## src/rtl/fetch_pc_unit_pkg.sv

```systemverilog
// Shared constants for the F-stage PC unit: reset/handler addresses,
// instruction-memory window, exception codes and the next-PC select encoding.
package fetch_pc_unit_pkg;

    localparam logic [31:0] RESET_PC    = 32'h0000_3000;
    localparam logic [31:0] EXC_HANDLER = 32'h0000_4180;
    localparam logic [31:0] IM_BASE     = 32'h0000_3000;
    localparam int          IM_WORDS    = 4096;

    // Exception codes, shared with CP0 and the later pipeline stages
    localparam logic [4:0] EXC_NONE = 5'd0;
    localparam logic [4:0] EXC_ADEL = 5'd4;

    // Next-PC source, listed from highest to lowest priority
    typedef enum logic [2:0] {
        NPC_EXC  = 3'd0,
        NPC_ERET = 3'd1,
        NPC_HOLD = 3'd2,
        NPC_BR   = 3'd3,
        NPC_SEQ  = 3'd4
    } npc_sel_e;

endpackage

```

## src/rtl/fetch_pc_unit_addr_check.sv

```systemverilog
// fetch_addr_check: alignment and range check of a word fetch/load address.
// An out-of-window or misaligned address is flagged, and the memory address
// is clamped to the window base so memory is always read in range.
module fetch_addr_check
    import fetch_pc_unit_pkg::*;
#(
    parameter logic [31:0] BASE  = IM_BASE,
    parameter int          WORDS = IM_WORDS
) (
    input  logic [31:0] addr_i,
    output logic        addr_err_o,
    output logic [31:0] im_addr_o
);

    // 33-bit limit so a window ending exactly at 2^32 does not wrap
    localparam logic [32:0] LIMIT = {1'b0, BASE} + (33'(WORDS) << 2);

    logic misaligned;
    logic below;
    logic above;

    assign misaligned = (addr_i[1:0] != 2'b00);
    assign below      = (addr_i < BASE);
    assign above      = ({1'b0, addr_i} >= LIMIT);

    // Flag the error and steer memory to a safe address when flagged
    always_comb begin
        addr_err_o = misaligned | below | above;
        im_addr_o  = addr_err_o ? BASE : addr_i;
    end

endmodule

```

## src/rtl/fetch_pc_unit.sv

```systemverilog
// fetch_pc_unit: F-stage program counter of the 5-stage MIPS pipeline.
// Selects next PC (exception > eret > stall > branch > sequential), drives the
// instruction-memory address and flags AdEL / delay-slot status for F/D.
// Optional macro FETCH_PERF_EN adds fetch_cnt / stall_cnt performance counters.
module fetch_pc_unit
    import fetch_pc_unit_pkg::*;
#(
    parameter logic [31:0] P_RESET_PC    = RESET_PC,
    parameter logic [31:0] P_EXC_HANDLER = EXC_HANDLER,
    parameter logic [31:0] P_IM_BASE     = IM_BASE,
    parameter int          P_IM_WORDS    = IM_WORDS
) (
    input  logic        clk,
    input  logic        reset,
    input  logic        stall,
    input  logic        br_taken,
    input  logic [31:0] br_target,
    input  logic        d_is_branch,
    input  logic        req,
    input  logic        eret,
    input  logic [31:0] epc,
    output logic [31:0] pc,
    output logic [31:0] im_pc,
    output logic [4:0]  f_exc_code,
    output logic        f_kill,
`ifdef FETCH_PERF_EN
    output logic [31:0] fetch_cnt,
    output logic [31:0] stall_cnt,
`endif
    output logic        f_bd
);

    npc_sel_e    sel;
    logic [31:0] pc_q, pc_d;
    logic        redirect_q, redirect_d;
    logic        addr_err;

    // Resolve the next-PC source by priority
    always_comb begin
        if (req)           sel = NPC_EXC;
        else if (eret)     sel = NPC_ERET;
        else if (stall)    sel = NPC_HOLD;
        else if (br_taken) sel = NPC_BR;
        else               sel = NPC_SEQ;
    end

    // Next PC and redirect flag; redirect stays set across stalls so the first
    // word actually fetched after a flush is never treated as a delay slot
    always_comb begin
        pc_d       = pc_q;
        redirect_d = redirect_q;
        case (sel)
            NPC_EXC:  begin pc_d = P_EXC_HANDLER; redirect_d = 1'b1; end
            NPC_ERET: begin pc_d = epc;           redirect_d = 1'b1; end
            NPC_HOLD: begin pc_d = pc_q;          redirect_d = redirect_q; end
            NPC_BR:   begin pc_d = br_target;     redirect_d = 1'b0; end
            default:  begin pc_d = pc_q + 32'd4;  redirect_d = 1'b0; end
        endcase
    end

    // PC and redirect state
    always_ff @(posedge clk or posedge reset) begin
        if (reset) begin
            pc_q       <= P_RESET_PC;
            redirect_q <= 1'b1;
        end else begin
            pc_q       <= pc_d;
            redirect_q <= redirect_d;
        end
    end

    fetch_addr_check #(
        .BASE  (P_IM_BASE),
        .WORDS (P_IM_WORDS)
    ) u_addr_check (
        .addr_i     (pc_q),
        .addr_err_o (addr_err),
        .im_addr_o  (im_pc)
    );

    assign pc         = pc_q;
    assign f_exc_code = addr_err ? EXC_ADEL : EXC_NONE;
    assign f_kill     = addr_err;
    assign f_bd       = d_is_branch & ~redirect_q;

`ifdef FETCH_PERF_EN
    logic [31:0] fetch_cnt_q, stall_cnt_q;

    // Count fetch-advancing edges and pure stall edges (both wrap)
    always_ff @(posedge clk or posedge reset) begin
        if (reset) begin
            fetch_cnt_q <= 32'd0;
            stall_cnt_q <= 32'd0;
        end else begin
            if (sel != NPC_HOLD) fetch_cnt_q <= fetch_cnt_q + 32'd1;
            else                 stall_cnt_q <= stall_cnt_q + 32'd1;
        end
    end

    assign fetch_cnt = fetch_cnt_q;
    assign stall_cnt = stall_cnt_q;
`endif

endmodule

```

## config.mk

```make
export PLATFORM = sky130hd
export DESIGN_NAME = fetch_pc_unit
export DESIGN_NICKNAME = d
export VERILOG_FILES = /design/src/rtl/fetch_pc_unit_pkg.sv /design/src/rtl/fetch_pc_unit_addr_check.sv /design/src/rtl/fetch_pc_unit.sv
export SDC_FILE = /design/constraint.sdc
export NUM_CORES = 1
export LEC_CHECK = 0
export CORE_ASPECT_RATIO = 1.2
export CORE_MARGIN = 3
export CORE_UTILIZATION = 41
export CTS_CLUSTER_DIAMETER = 150
export DETAILED_ROUTE_END_ITERATION = 10
export PLACE_DENSITY = 0.81
export SYNTH_ARGS = -nofsm -noshare
export SYNTH_HDL_FRONTEND = slang
export SYNTH_SLANG_ARGS = --single-unit
```

## constraint.sdc

```tcl
create_clock -name clk -period 2.9 [get_ports clk]
set_clock_uncertainty 0.15 [all_clocks]
set_input_delay 0.725 -clock clk [delete_from_list [all_inputs] [get_ports clk]]
set_output_delay 0.725 -clock clk [all_outputs]
set_load 0.01 [all_outputs]
```

==> impl_metrics.py <==
metrics = {
    "outcome": {
        "run_status": "complete, no violations",
    },
    "setup_path": {
        "startpoint_type": "register",
        "worst_ep_required_time_ns": 2.03,
        "path_cells": "nor4_2 > nand3_1 > nor3_2 > buf_6 > buf_4 > and2_1 > clkdlybuf4s15_1",
        "critical_path.endpoint_type": "primary output",
        "crit_path_max_incr_delay_ns": 0.39,
        "worst_ep_arrival_time_ns": 1.95,
        "worstPathMaxFanout": 9,
        "critical-path-slowest-cell": "sky130_fd_sc_hd__dfrtp_1",
        "setup.worst_path.class": "reg -> out",
    },
    "logic_synthesis": {
        "yosys_warnings": 0,
        "synth_simple_gate_area_share_pct": 26.00,
        "synth.mux.area_fraction_pct": 1.033,
        "synth-xor-area-share_pct": 0.3013,
        "synth-edff-count": 0,
        "syn_avg_cell_area_um2": 7.710,
        "combinational_family_with_the_most_area_after_synthesis": "compound AO/OA/AOI/OAI gates",
        "synth_compound_gate_area_share_pct": 28.71,
        "synth_async_reset_ratio_pct": 100.0,
        "post_synthesis_cell_count": 377,
        "synth-adder-area-share_pct": 0.8610,
        "synth.cell_area_um2": 2907,
        "synth-seq-cells": 33,
        "synth_cell_types": 59,
        "ys_dominant_reg_cell": "sky130_fd_sc_hd__dfrtp_1",
        "ys_seq_area_share_pct": 28.54,
    },
    "timing": {
        "rsz0062_at_grt": "true",
        "max-slew-margin-rel_pct": 58.11,
        "finalCritPeriodShare_pct": 97.31,
        "tns_ns": 0,
        "final_period_minus_worst_setup_slack_ns": 2.822,
        "setup_violations": 0,
        "hold_violations": 0,
        "final.hold.worst_slack_ns": 0.3219,
        "max_freq_ghz": 0.3544,
        "slew_of_the_pin_with_the_lowest_slew_margin_ns": 0.6283,
        "maxSlewViolCount": 0,
    },
    "power_and_ir_drop": {
        "power.ir.vdd_worst_mv": 0.1803,
        "total_power_mw": 1.544,
        "static-leakage-power_nw": 1.914,
        "power_density_over_cell_area_nw_per_um2": 354.8,
    },
    "die": {
        "initial_cell_density_of_the_core_pct": 42.41,
        "die_h_um": 98.23,
        "fp.coreArea_um2": 6854,
        "dieArea_um2": 8139,
        "num_rows": 33,
        "ioPinCount": 142,
        "die_w_um": 82.86,
    },
    "route": {
        "met2_wirelength_mm": 4.956,
        "finalWirelength_mm": 10.15,
        "dr.first_iter.drc_count": 277,
        "detailroute.via_count": 3449,
        "uppermost_metal_layer_occupied_by_signal_nets": "met4",
        "dr.pass1.iters": 5,
        "average_wire_per_cell_in_the_routed_design_um": 16.98,
        "detail_route.vias_per_cell": 5.768,
        "remaining_drc_errors": 0,
        "routedLengthMet1_mm": 3.935,
        "detail-route-antenna-nets": 0,
        "detailroute.wirelength.met3_um": 966,
    },
    "finish": {
        "insertedDiodeCount": 0,
        "share_of_layout_cells_above_drive_strength_1_pct": 12.72,
        "mostFrequentLayoutCells": "103 x sky130_fd_sc_hd__clkdlybuf4s50_1, 41 x sky130_fd_sc_hd__nand2_1, 34 x sky130_fd_sc_hd__buf_4, 31 x sky130_fd_sc_hd__a21oi_1, 30 x sky130_fd_sc_hd__dfrtp_1",
        "final_net_count": 583,
        "final_cell_count_no_fill": 598,
        "layout.cells.most_common": "sky130_fd_sc_hd__clkdlybuf4s50_1",
        "fin_util_pct": 63.49,
        "area_delta_synth_final_pct": 49.72,
    },
    "run": {
        "max_capacitance_violation_count": 0,
    },
    "global_route": {
        "first_global_vias": 3382,
        "overflow": 0,
        "grt_util_all_layers_pct": 24.39,
        "grt_start_max_net_pins": 37,
        "grt_first_pass_wirelength_mm": 16.35,
        "grt_antenna_before_repair": 0,
    },
    "clock_network": {
        "clock_tree_from_tritoncts": "yes",
        "postCtsHoldBufs": 0,
        "root_buffer": "sky130_fd_sc_hd__clkbuf_8",
        "number_of_clock_buffers_inserted_by_tritoncts": 5,
        "clkTransAtPathRegs_ns": 0.07,
        "clk_latency_ns": 0.29,
        "numClockSinks": 33,
        "cts.htree.levels": 2,
        "cts_buffer_depth": 2,
    },
    "placed_design": {
        "hpwl_mm": 7.766,
        "placed_cells": 589,
        "port_buffers": 118,
        "gp_congestion": 0.8912,
    },
    "min_path": {
        "min_path_type": "reg -> reg",
    },
}
[registers in the layout, indices dropped and copies added (netlist names)]
| register | cells |
|---|---|
| redirect_q | 1 |
| pc | 32 |
[critical path: cells and delay by family (launching register included)]
kind | cells | cell delay (ns)
buf+inv | 3 | 0.52
simple gates | 4 | 0.76
flops | 1 | 0.39
[cells in the mapped netlist (all sizes together), types with 5 or more instances]
master | instances | share of area (%)
dfrtp | 30 | 26
o31ai | 6 | 1.5
a211oi | 7 | 1.8
and4 | 5 | 1.5
o21ai | 26 | 4.5
a221oi | 11 | 3.3
nor3 | 11 | 2.6
nand4 | 6 | 1.8
nand2 | 41 | 5.3
inv | 25 | 3.2
buf | 43 | 10
nor2 | 28 | 3.9
a31oi | 5 | 1.1
and2 | 10 | 2.3
nand2b | 6 | 1.3
a21oi | 31 | 5.3
and3 | 12 | 2.9
nor4 | 5 | 1.6
nand3 | 9 | 1.5
clkbuf | 7 | 0.90
[cell type report]
| type | count | area (um^2) |
|---|---|---|
| clock buffer | 7 | 86.33 |
| clock inverter | 1 | 30.03 |
| fill | 611 | 2502 |
| inverter | 25 | 93.84 |
| multi-input combinational | 291 | 1759 |
| sequential | 33 | 829.5 |
| tap | 87 | 108.9 |
| timing repair buffer | 154 | 1444 |
[metrics by stage]
step / setup WS, ns / area [um^2]
final: 0.07802 / 4352
after global routing: -0.02047 / 4352
after CTS: 0.009628 / 4357
after detailed placement: 0.04331 / 4229
after global placement: 0.1197 / 4229
after floorplan: 0.4462 / 2989
[kinds of logic (layout without fill, tap and decap cells)]
| group | Yosys count | after routing |
|---|---|---|
| flip-flops | 33 | 33 |
| multiplexers | 3 | 3 |
| other | 1 | 23 |
| buffers and inverters | 75 | 187 |
| adder cells (fa/ha/maj) | 2 | 2 |
| AND/OR/NAND/NOR | 138 | 138 |
| XOR/XNOR | 1 | 1 |
| AO/OA/AOI/OAI | 124 | 124 |
[per-layer routing]
layer  vias up  GRT usage [%]
li1       1598              -
met1      1616          29.28
met2       206          42.10
met3        29          6.329
met4         0          8.553
met5         -              0
[final timing paths]
| path | start | to | slack [ns] | cells after the start |
|---|---|---|---|---|
| max | pc[23] | im_pc[4] | 0.08 | 7 |
| min | redirect_q | redirect_q | 0.32 | 2 |
| max reg2reg | pc[13] | pc[31] | 0.78 | 6 |
| min reg2reg | redirect_q | redirect_q | 0.32 | 2 |
| max in group asynchronous | reset | redirect_q | 1.56 | 3 |
| min in group asynchronous | reset | pc[17] | 0.69 | 3 |
[power by group]
| part | switching (mW) | total, mW | internal (mW) |
|---|---|---|---|
| Sequential | 0.0452 | 0.548 | 0.503 |
| Combinational | 0.253 | 0.538 | 0.285 |
| Clock | 0.178 | 0.458 | 0.280 |
[timing repair]
action	in CTS	in global routing
endpoints found under the hold margin	0	0
endpoints found under the setup margin	15	6
pin swaps	2	3
setup buffers	1	0
gates resized for setup	19	6
cloned	0	0
Power figures use the tool's default switching activity.
